==> config.mk <==
export PLATFORM = sky130hd
export DESIGN_NAME = sound_comm_fifo
export DESIGN_NICKNAME = d
export VERILOG_FILES = /design/src/rtl/sound_comm_fifo.sv
export SDC_FILE = /design/constraint.sdc
export NUM_CORES = 1
export LEC_CHECK = 0
export BUFFER_PORTS_ARGS = -buffer_cell sky130_fd_sc_hd__buf_2
export CAP_MARGIN = 20
export CORE_MARGIN = 1
export CORE_UTILIZATION = 51
export DETAILED_ROUTE_END_ITERATION = 12
export PLACE_DENSITY_LB_ADDON = 0.2
export SLEW_MARGIN = 15
export SYNTH_ARGS = -nofsm -noshare
export SYNTH_HDL_FRONTEND = slang
export SYNTH_SLANG_ARGS = --single-unit
==> constraint.sdc <==
create_clock -name SC_2H -period 2.2 [get_ports SC_2H]
set_clock_uncertainty 0.1 [all_clocks]
set_input_delay 0.33 -clock SC_2H [delete_from_list [all_inputs] [get_ports SC_2H]]
set_output_delay 0.33 -clock SC_2H [all_outputs]
set_load 0.02 [all_outputs]
==> src/rtl/sound_comm_fifo.sv <==
// 68k <-> sound 6502 communication port: two independent show-ahead FIFOs with
// occupancy flags, sticky overflow/underflow errors and an NMI to the sound CPU.

module sound_comm_fifo_chan #(
  parameter int                DATA_W    = 8,
  parameter int                DEPTH     = 4,
  parameter logic [DATA_W-1:0] EMPTY_VAL = 8'hFF,
  parameter int                CNT_W     = $clog2(DEPTH + 1)
) (
  input  logic              clk,
  input  logic              rst_n,
  input  logic              flush,
  input  logic              push,
  input  logic [DATA_W-1:0] din,
  input  logic              pop,
  output logic [DATA_W-1:0] dout,
  output logic [CNT_W-1:0]  count,
  output logic              full,
  output logic              push_ok,
  output logic              ovf,
  output logic              udf
);
  localparam int               PTR_W    = (DEPTH > 1) ? $clog2(DEPTH) : 1;
  localparam logic [PTR_W-1:0] LAST_PTR = PTR_W'(DEPTH - 1);
  localparam logic [CNT_W-1:0] FULL_CNT = CNT_W'(DEPTH);

  logic [DATA_W-1:0] mem_q [DEPTH];
  logic [PTR_W-1:0]  wr_ptr_q, wr_ptr_d, rd_ptr_q, rd_ptr_d;
  logic [CNT_W-1:0]  count_q, count_d;
  logic              ovf_q, ovf_d, udf_q, udf_d;
  logic              empty, pop_ok, push_acc;

  function automatic logic [PTR_W-1:0] next_ptr(input logic [PTR_W-1:0] p);
    return (p == LAST_PTR) ? '0 : p + PTR_W'(1);
  endfunction

  assign empty    = (count_q == '0);
  assign full     = (count_q == FULL_CNT);
  assign pop_ok   = pop && !empty;
  // A pop in the same cycle frees the slot, so a full FIFO still takes the push.
  assign push_acc = push && (!full || pop_ok);
  assign push_ok  = push_acc && !flush;

  always_comb begin
    wr_ptr_d = push_acc ? next_ptr(wr_ptr_q) : wr_ptr_q;
    rd_ptr_d = pop_ok   ? next_ptr(rd_ptr_q) : rd_ptr_q;
    count_d  = count_q + CNT_W'(push_acc) - CNT_W'(pop_ok);
    ovf_d    = ovf_q | (push && !push_acc);
    udf_d    = udf_q | (pop && empty);
  end

  always_ff @(posedge clk) begin
    if (!rst_n || flush) begin
      wr_ptr_q <= '0;
      rd_ptr_q <= '0;
      count_q  <= '0;
      ovf_q    <= 1'b0;
      udf_q    <= 1'b0;
    end else begin
      wr_ptr_q <= wr_ptr_d;
      rd_ptr_q <= rd_ptr_d;
      count_q  <= count_d;
      ovf_q    <= ovf_d;
      udf_q    <= udf_d;
    end
  end

  // Storage is never cleared; the pointers alone define what is valid.
  always_ff @(posedge clk) begin
    if (rst_n && push_ok) mem_q[wr_ptr_q] <= din;
  end

  assign dout  = empty ? EMPTY_VAL : mem_q[rd_ptr_q];
  assign count = count_q;
  assign ovf   = ovf_q;
  assign udf   = udf_q;
endmodule

module sound_comm_fifo #(
  parameter int                DATA_W    = 8,
  parameter int                M2S_DEPTH = 4,
  parameter int                S2M_DEPTH = 4,
  parameter int                NMI_MODE  = 0,
  parameter int                NMI_PULSE = 2,
  parameter logic [DATA_W-1:0] EMPTY_VAL = 8'hFF
) (
  input  logic                           SC_2H,
  input  logic                           SNDRST_b,
  input  logic                           main_wr,
  input  logic [DATA_W-1:0]              main_din,
  input  logic                           main_rd,
  output logic [DATA_W-1:0]              main_dout,
  input  logic                           main_flush,
  input  logic                           WR68k_b,
  input  logic [DATA_W-1:0]              SDout,
  input  logic                           RD68k_b,
  output logic [DATA_W-1:0]              SDin68k,
  output logic                           SNDNMI_b,
  output logic                           ctrl_68kBUF,
  output logic                           ctrl_SNDBUF,
  output logic                           m2s_full,
  output logic                           s2m_full,
  output logic [$clog2(M2S_DEPTH+1)-1:0] m2s_count,
  output logic [$clog2(S2M_DEPTH+1)-1:0] s2m_count,
  output logic [3:0]                     err
);
  localparam int NMI_W = $clog2(NMI_PULSE + 1);

  logic             m2s_push_ok, s2m_push_ok;
  logic             m2s_ovf, m2s_udf, s2m_ovf, s2m_udf;
  logic [NMI_W-1:0] nmi_cnt_q, nmi_cnt_d;

  sound_comm_fifo_chan #(
    .DATA_W(DATA_W), .DEPTH(M2S_DEPTH), .EMPTY_VAL(EMPTY_VAL)
  ) u_m2s (
    .clk(SC_2H), .rst_n(SNDRST_b), .flush(main_flush),
    .push(main_wr), .din(main_din), .pop(~RD68k_b),
    .dout(SDin68k), .count(m2s_count), .full(m2s_full),
    .push_ok(m2s_push_ok), .ovf(m2s_ovf), .udf(m2s_udf)
  );

  sound_comm_fifo_chan #(
    .DATA_W(DATA_W), .DEPTH(S2M_DEPTH), .EMPTY_VAL(EMPTY_VAL)
  ) u_s2m (
    .clk(SC_2H), .rst_n(SNDRST_b), .flush(main_flush),
    .push(~WR68k_b), .din(SDout), .pop(main_rd),
    .dout(main_dout), .count(s2m_count), .full(s2m_full),
    .push_ok(s2m_push_ok), .ovf(s2m_ovf), .udf(s2m_udf)
  );

  // Reloading on every accepted write stretches the pulse across back-to-back pushes.
  always_comb begin
    nmi_cnt_d = nmi_cnt_q;
    if (m2s_push_ok)             nmi_cnt_d = NMI_W'(NMI_PULSE);
    else if (nmi_cnt_q != '0)    nmi_cnt_d = nmi_cnt_q - NMI_W'(1);
  end

  always_ff @(posedge SC_2H) begin
    if (!SNDRST_b || main_flush) nmi_cnt_q <= '0;
    else                         nmi_cnt_q <= nmi_cnt_d;
  end

  assign SNDNMI_b    = (NMI_MODE == 1) ? (m2s_count == '0) : (nmi_cnt_q == '0);
  assign ctrl_68kBUF = (m2s_count != '0);
  assign ctrl_SNDBUF = (s2m_count != '0);
  assign err         = {s2m_ovf, s2m_udf, m2s_ovf, m2s_udf};
endmodule

# ---- Word-level counts from Yosys, hierarchy flattened
# Memories as Yosys holds them, arrays and structs flattened. A register that Yosys moved wholly into a read port is not among the register bits.
# Cells that the tools add are included.
dict set report classes {
  bitwise_logic 6
  addsub 9
  n_mux 16
  n_eq_ne 6
  n_reduce_logical 31
}
# operator n
set op_table {}
lappend op_table {{$mux W2} 10}
lappend op_table {{$mux W8} 2}
lappend op_table {{$logic_and A1 B1 Y1} 12}
lappend op_table {{$add A2 B1 Y2 const B} 4}
lappend op_table {{$eq A2 B2 Y1 const B} 4}
lappend op_table {{$logic_not A1 Y1} 8}
lappend op_table {{$add A3 B1 Y3} 2}
lappend op_table {{$eq A3 B3 Y1 const B} 2}
lappend op_table {{$logic_not A3 Y1} 2}
lappend op_table {{$reduce_bool A3 Y1} 2}
lappend op_table {{$sub A3 B1 Y3} 2}
lappend op_table {{$mux W1} 4}
lappend op_table {{$or A1 B1 Y1} 4}
lappend op_table {{$reduce_bool A2 Y1} 2}
lappend op_table {{$logic_or A1 B1 Y1} 3}
lappend op_table {{$logic_not A2 Y1} 1}
lappend op_table {{$not A1 Y1} 2}
lappend op_table {{$reduce_or A2 Y1} 1}
lappend op_table {{$sub A2 B1 Y2 const B} 1}
dict set report totals {
  register_bits 20
  inputBits 23
  mem_bits_rw 64
  word_cells 82
  mem_count 2
}
# name depth width rd rd_clocked_by_memory_dff write_ports line_no
set memory_table {}
lappend memory_table {u_m2s.mem_q 4 8 1 1 1 27} ;# logic [DATA_W-1:0] mem_q [DEPTH];
lappend memory_table {u_s2m.mem_q 4 8 1 1 1 27}

# ---- Depth between registers and ports, before layout
dict set report logic_depth {
  word_depth 9
  depth_mapped 10
}

# ---- By module
# Synthesis repeated with hierarchy kept, for this count alone.
dict set report hier_totals {
  cells_unflattened 237
  area_unflattened_um2 3721.1
}
# module area_per_inst_um2 n_inst cells_each seq_area_each_um2
set modules_own_cells {}
lappend modules_own_cells {sound_comm_fifo_chan 1790.5 2 111 1181.1}
lappend modules_own_cells {sound_comm_fifo 140.1 1 15 40.0}

# ---- Worst setup path after synthesis
# OpenSTA, ideal clock, no wires.
dict set report synth_path {
  path_kind {register -> register}
  startpoint {register u_s2m.count_q[1] (netlist: u_s2m.count[1])}
  endpoint {register u_s2m.count_q[2] (netlist: u_s2m.count[2])}
  n_path_buf 0
  setup_slack_ns -0.109
  arrival_time_ns 2.131
  path_stages_with_launch 11
  t_required_ns 2.022
  path_cell_list {dfxtp_1 -> o31ai_2 -> inv_1 -> ha_1 -> inv_1 -> ha_1 -> inv_1 -> fa_1 -> xor2_1 -> and2_1 -> nor3_1}
}
dict set report synth_between {
  elab_chain_cells 7
}
# element line_no
set synth_rtl {}
lappend synth_rtl {{from (decl)} 29} ;# logic [CNT_W-1:0] count_q, count_d;
lappend synth_rtl {{from (signal assigned)} 62} ;# count_q <= count_d;
lappend synth_rtl {{$logic_not A3 Y1 *} 37} ;# assign empty = (count_q == '0);
lappend synth_rtl {{$logic_not A1 Y1 *} 39} ;# assign pop_ok = pop && !empty;
lappend synth_rtl {{$logic_and A1 B1 Y1 *} 39}
lappend synth_rtl {{named net u_s2m.pop_ok} 31} ;# logic empty, pop_ok, push_acc;
lappend synth_rtl {{$logic_or A1 B1 Y1} 41} ;# assign push_acc = push && (!full || pop_ok);
lappend synth_rtl {{$logic_and A1 B1 Y1} 41}
lappend synth_rtl {{$add A3 B1 Y3} 47} ;# count_d = count_q + CNT_W'(push_acc) - CNT_W'(pop_ok);
lappend synth_rtl {{$sub A3 B1 Y3 *} 47}
# The timed path passes the listed nets; every way through them passes the cells marked *.
# A chain may end at the register's enable or synchronous reset.

==> results.sh <==
export IMPL_peakVddDrop_v=0.0003447
export IMPL_critPathCaptureType="primary output"
export IMPL_drive_above_1_share=0.3709
export IMPL_syn_nets=271
export IMPL_reg2reg_slack_ns=0.09
export IMPL_synth_edf_count=64
export IMPL_mostFrequentLayoutCells="64 x edfxtp_1, 52 x buf_2, 18 x dfxtp_1"
export IMPL_gp_congestion=0.7341
export IMPL_core_area_um2=6869
export IMPL_synth_area_leaders="edfxtp_1 52%, dfxtp_1 13%, mux4_2 9.8%"
export IMPL_required_ns=1.77
export IMPL_synthCells=233
export IMPL_vias=2008
export IMPL_max_freq_mhz=468.8
export IMPL_maxCapViolations=0
export IMPL_fin_crit_sh=0.9696
export IMPL_setup_viol=0
export IMPL_fp_row_count=30
export IMPL_r2r_cells=10
export IMPL_status="completed"
export IMPL_synth_top_area_frac=0.5246
export IMPL_grt_pass1_wl_mm=9.515
export IMPL_hold_buffers=0
export IMPL_initial_core_util=0.5333
export IMPL_period_needed_ns=2.133
export IMPL_async_flop_share=0
export IMPL_antenna_found_initial=0
export IMPL_grt_usage=0.1742
export IMPL_die_area_um2=7526
export IMPL_worst_hold_path_type="in -> reg"
export IMPL_wl_per_cell_um=15.02
export IMPL_worstSetupEndpoint="SDin68k[6]"
export IMPL_cts_tree="yes"
export IMPL_grt_pass1_vias=2020
export IMPL_antenna_cells=0
export IMPL_cellPowerDensity_nw_per_um2=810.4
export IMPL_synth_top_cell_by_area="edfxtp_1"
export IMPL_die_h_um=86.76
export IMPL_htree_levels=3
export IMPL_cts_root_buf="clkbuf_8"
export IMPL_crit_path_start_kind="flop"
export IMPL_clock_sinks=88
export IMPL_final_hold_viol_count=0
export IMPL_cp_max_fo=8
export IMPL_drv_slew=0
export IMPL_final_common_cell="edfxtp_1"
export IMPL_firstDrtPassIters=4
export IMPL_grt_ovfl_total=0
export IMPL_synthDistinctLibCells=36
export IMPL_worst_slew_pin_slew_ns=0.4715
export IMPL_ioPinCount=54
export IMPL_postLayoutCoreUtil=0.6299
export IMPL_dp_cells=380
export IMPL_nNetsFinal=335
export IMPL_timing_rr_end="u_s2m.count[2]$_SDFF_PP0_"
export IMPL_clkTransAtPathRegs_ns=0.08
export IMPL_drc=0
export IMPL_port_buffers=53
export IMPL_place_hpwl_mm=3.985
export IMPL_synth_seq_area_share=0.6557
export IMPL_clkLatencyLatePin_ns=0.34
export IMPL_avgSynthCellArea_um2=15.72
export IMPL_numCtsBuffers=9
export IMPL_stdcell_count=398
export IMPL_vias_per_cell=5.045
export IMPL_power_leakage_nw=1.613
export IMPL_r2r_start="u_s2m.count[1]$_SDFF_PP0_"
export IMPL_rsz0062_at_grt="yes"
export IMPL_drtIter0Drc=116
export IMPL_ys_warn_count=0
export IMPL_arrival_ns=1.70
export IMPL_clockBufferDepth=2
export IMPL_grt_max_degree=15
export IMPL_ant_nets=0
export IMPL_areaGrowthSynthToFinish_pct=18.10
export IMPL_path_class="reg -> out"
export IMPL_synth_seq_cells=88
export IMPL_syn_cell_area_um2=3664
export IMPL_drt_total_wl_mm=5.979
export IMPL_die_width_um=86.76
export IMPL_relSlewSlack=0.6857
export IMPL_yosys_most_used_dff="edfxtp_1"
critical path, cell delays in order (launching register included):
cell	delay, ns
dfxtp_2	0.33
buf_8	0.15
mux4_2	0.49
or2_1	0.23
buf_4	0.16
report_power, final:
| group | switching, W | internal, W | total (W) | leakage [nW] |
|---|---|---|---|---|
| Clock | 0.000537 | 0.000641 | 0.00118 | 0.105 |
| Combinational | 0.000274 | 0.000210 | 0.000484 | 0.732 |
| Sequential | 0.0000307 | 0.00181 | 0.00184 | 0.776 |
| Total | 0.000842 | 0.00266 | 0.00351 | 1.61 |
area by class of cell:
| cell class | instances | area (um2) |
|---|---|---|
| Tap cell | 96 | 120.1 |
| Clock buffer | 11 | 131.4 |
| Timing Repair Buffer | 66 | 385.4 |
| Clock inverter | 5 | 81.33 |
| Sequential cell | 88 | 2412 |
| Multi-Input combinational cell | 119 | 1147 |
| Inverter | 13 | 48.80 |
| Fill cell | 531 | 2542 |
metal layers:
layer | part of all wire | global-route usage | wire (um) | vias to the layer above
met4 | 0.016 | 0.07576 | 97 | 0
met5 | 0 | 0 | 0 | -
met3 | 0.044 | 0.04857 | 263 | 8
met2 | 0.50 | 0.2864 | 3014 | 57
li1 | - | - | - | 976
met1 | 0.44 | 0.2170 | 2604 | 967
kinds of logic after synthesis:
group,after synthesis,synth area share
muxes,20,0.1093
and+or+nand+nor,63,0.1045
xor gates and xnor gates,3,0.007173
buffers and inverters,26,0.03552
DFF,88,0.6557
adders and majority gates,15,0.05533
AOI/OAI and AO/OA,18,0.03244
through the flow:
step / setup slack, ns / instance area [um2] / hold WS (ns) / total power, W / setup TNS, ns
after detailed placement: 0.02616 / 4063 / 0.3518 / 0.002350 / 0
after floorplan: 0.02511 / 3676 / 0.3289 / 0.002184 / 0
after CTS: 0.004379 / 4283 / 0.07486 / 0.003529 / 0
final: 0.06690 / 4327 / 0.08865 / 0.003506 / 0
after global routing: -0.02213 / 4327 / 0.08008 / 0.003642 / -0.02702
after global placement: 0.1035 / 4063 / 0.3430 / 0.002338 / 0
cell usage after synthesis, drive strengths merged, types with 2 or more instances:
| cell | n |
|---|---|
| fa | 2 |
| or2 | 16 |
| or3 | 4 |
| o21ai | 4 |
| and2 | 5 |
| a21oi | 10 |
| xnor2 | 2 |
| mux4 | 16 |
| dfxtp | 24 |
| nor3b | 2 |
| edfxtp | 64 |
| ha | 13 |
| and3 | 8 |
| nand3 | 2 |
| buf | 8 |
| nor2 | 9 |
| nor3 | 3 |
| inv | 13 |
| mux2i | 4 |
| clkbuf | 5 |
| nand2 | 10 |
worst min-delay path by stage:
stage / start / endpoint / slack [ns] / cells after the start
2_1_floorplan: main_din[0] / u_m2s.mem_q[0][0]$_DFFE_PP_ / 0.33 / 0
3_3_place_gp: nmi_cnt_q[0]$_SDFFE_PP0N_ / nmi_cnt_q[0]$_SDFFE_PP0N_ / 0.34 / 1
3_5_place_dp: nmi_cnt_q[0]$_SDFFE_PP0N_ / nmi_cnt_q[0]$_SDFFE_PP0N_ / 0.35 / 1
4_1_cts: SDout[7] / u_s2m.mem_q[0][7]$_DFFE_PP_ / 0.07 / 1
5_1_grt: main_din[5] / u_m2s.mem_q[3][5]$_DFFE_PP_ / 0.08 / 1
6_report: SDout[7] / u_s2m.mem_q[0][7]$_DFFE_PP_ / 0.09 / 1
repair_timing:
action,4_1_cts,5_1_grt
setup endpoints to repair,3,11
hold endpoints to repair,0,0
buffers inserted,0,2
pin swaps,0,1
gates resized for setup,2,10
flip-flops by register name, summed over array words and instances, names as in the netlist, 2 cells and up, named ones only:
register and flops:
u_s2m.rd_ptr_q 2, u_m2s.rd_ptr_q 2, nmi_cnt_q 2, u_m2s.mem_q 32
u_s2m.wr_ptr_q 2, u_s2m.count 3, u_m2s.wr_ptr_q 2, u_m2s.count 3
u_s2m.mem_q 32
No activity file was read; power rests on OpenSTA's default activity.
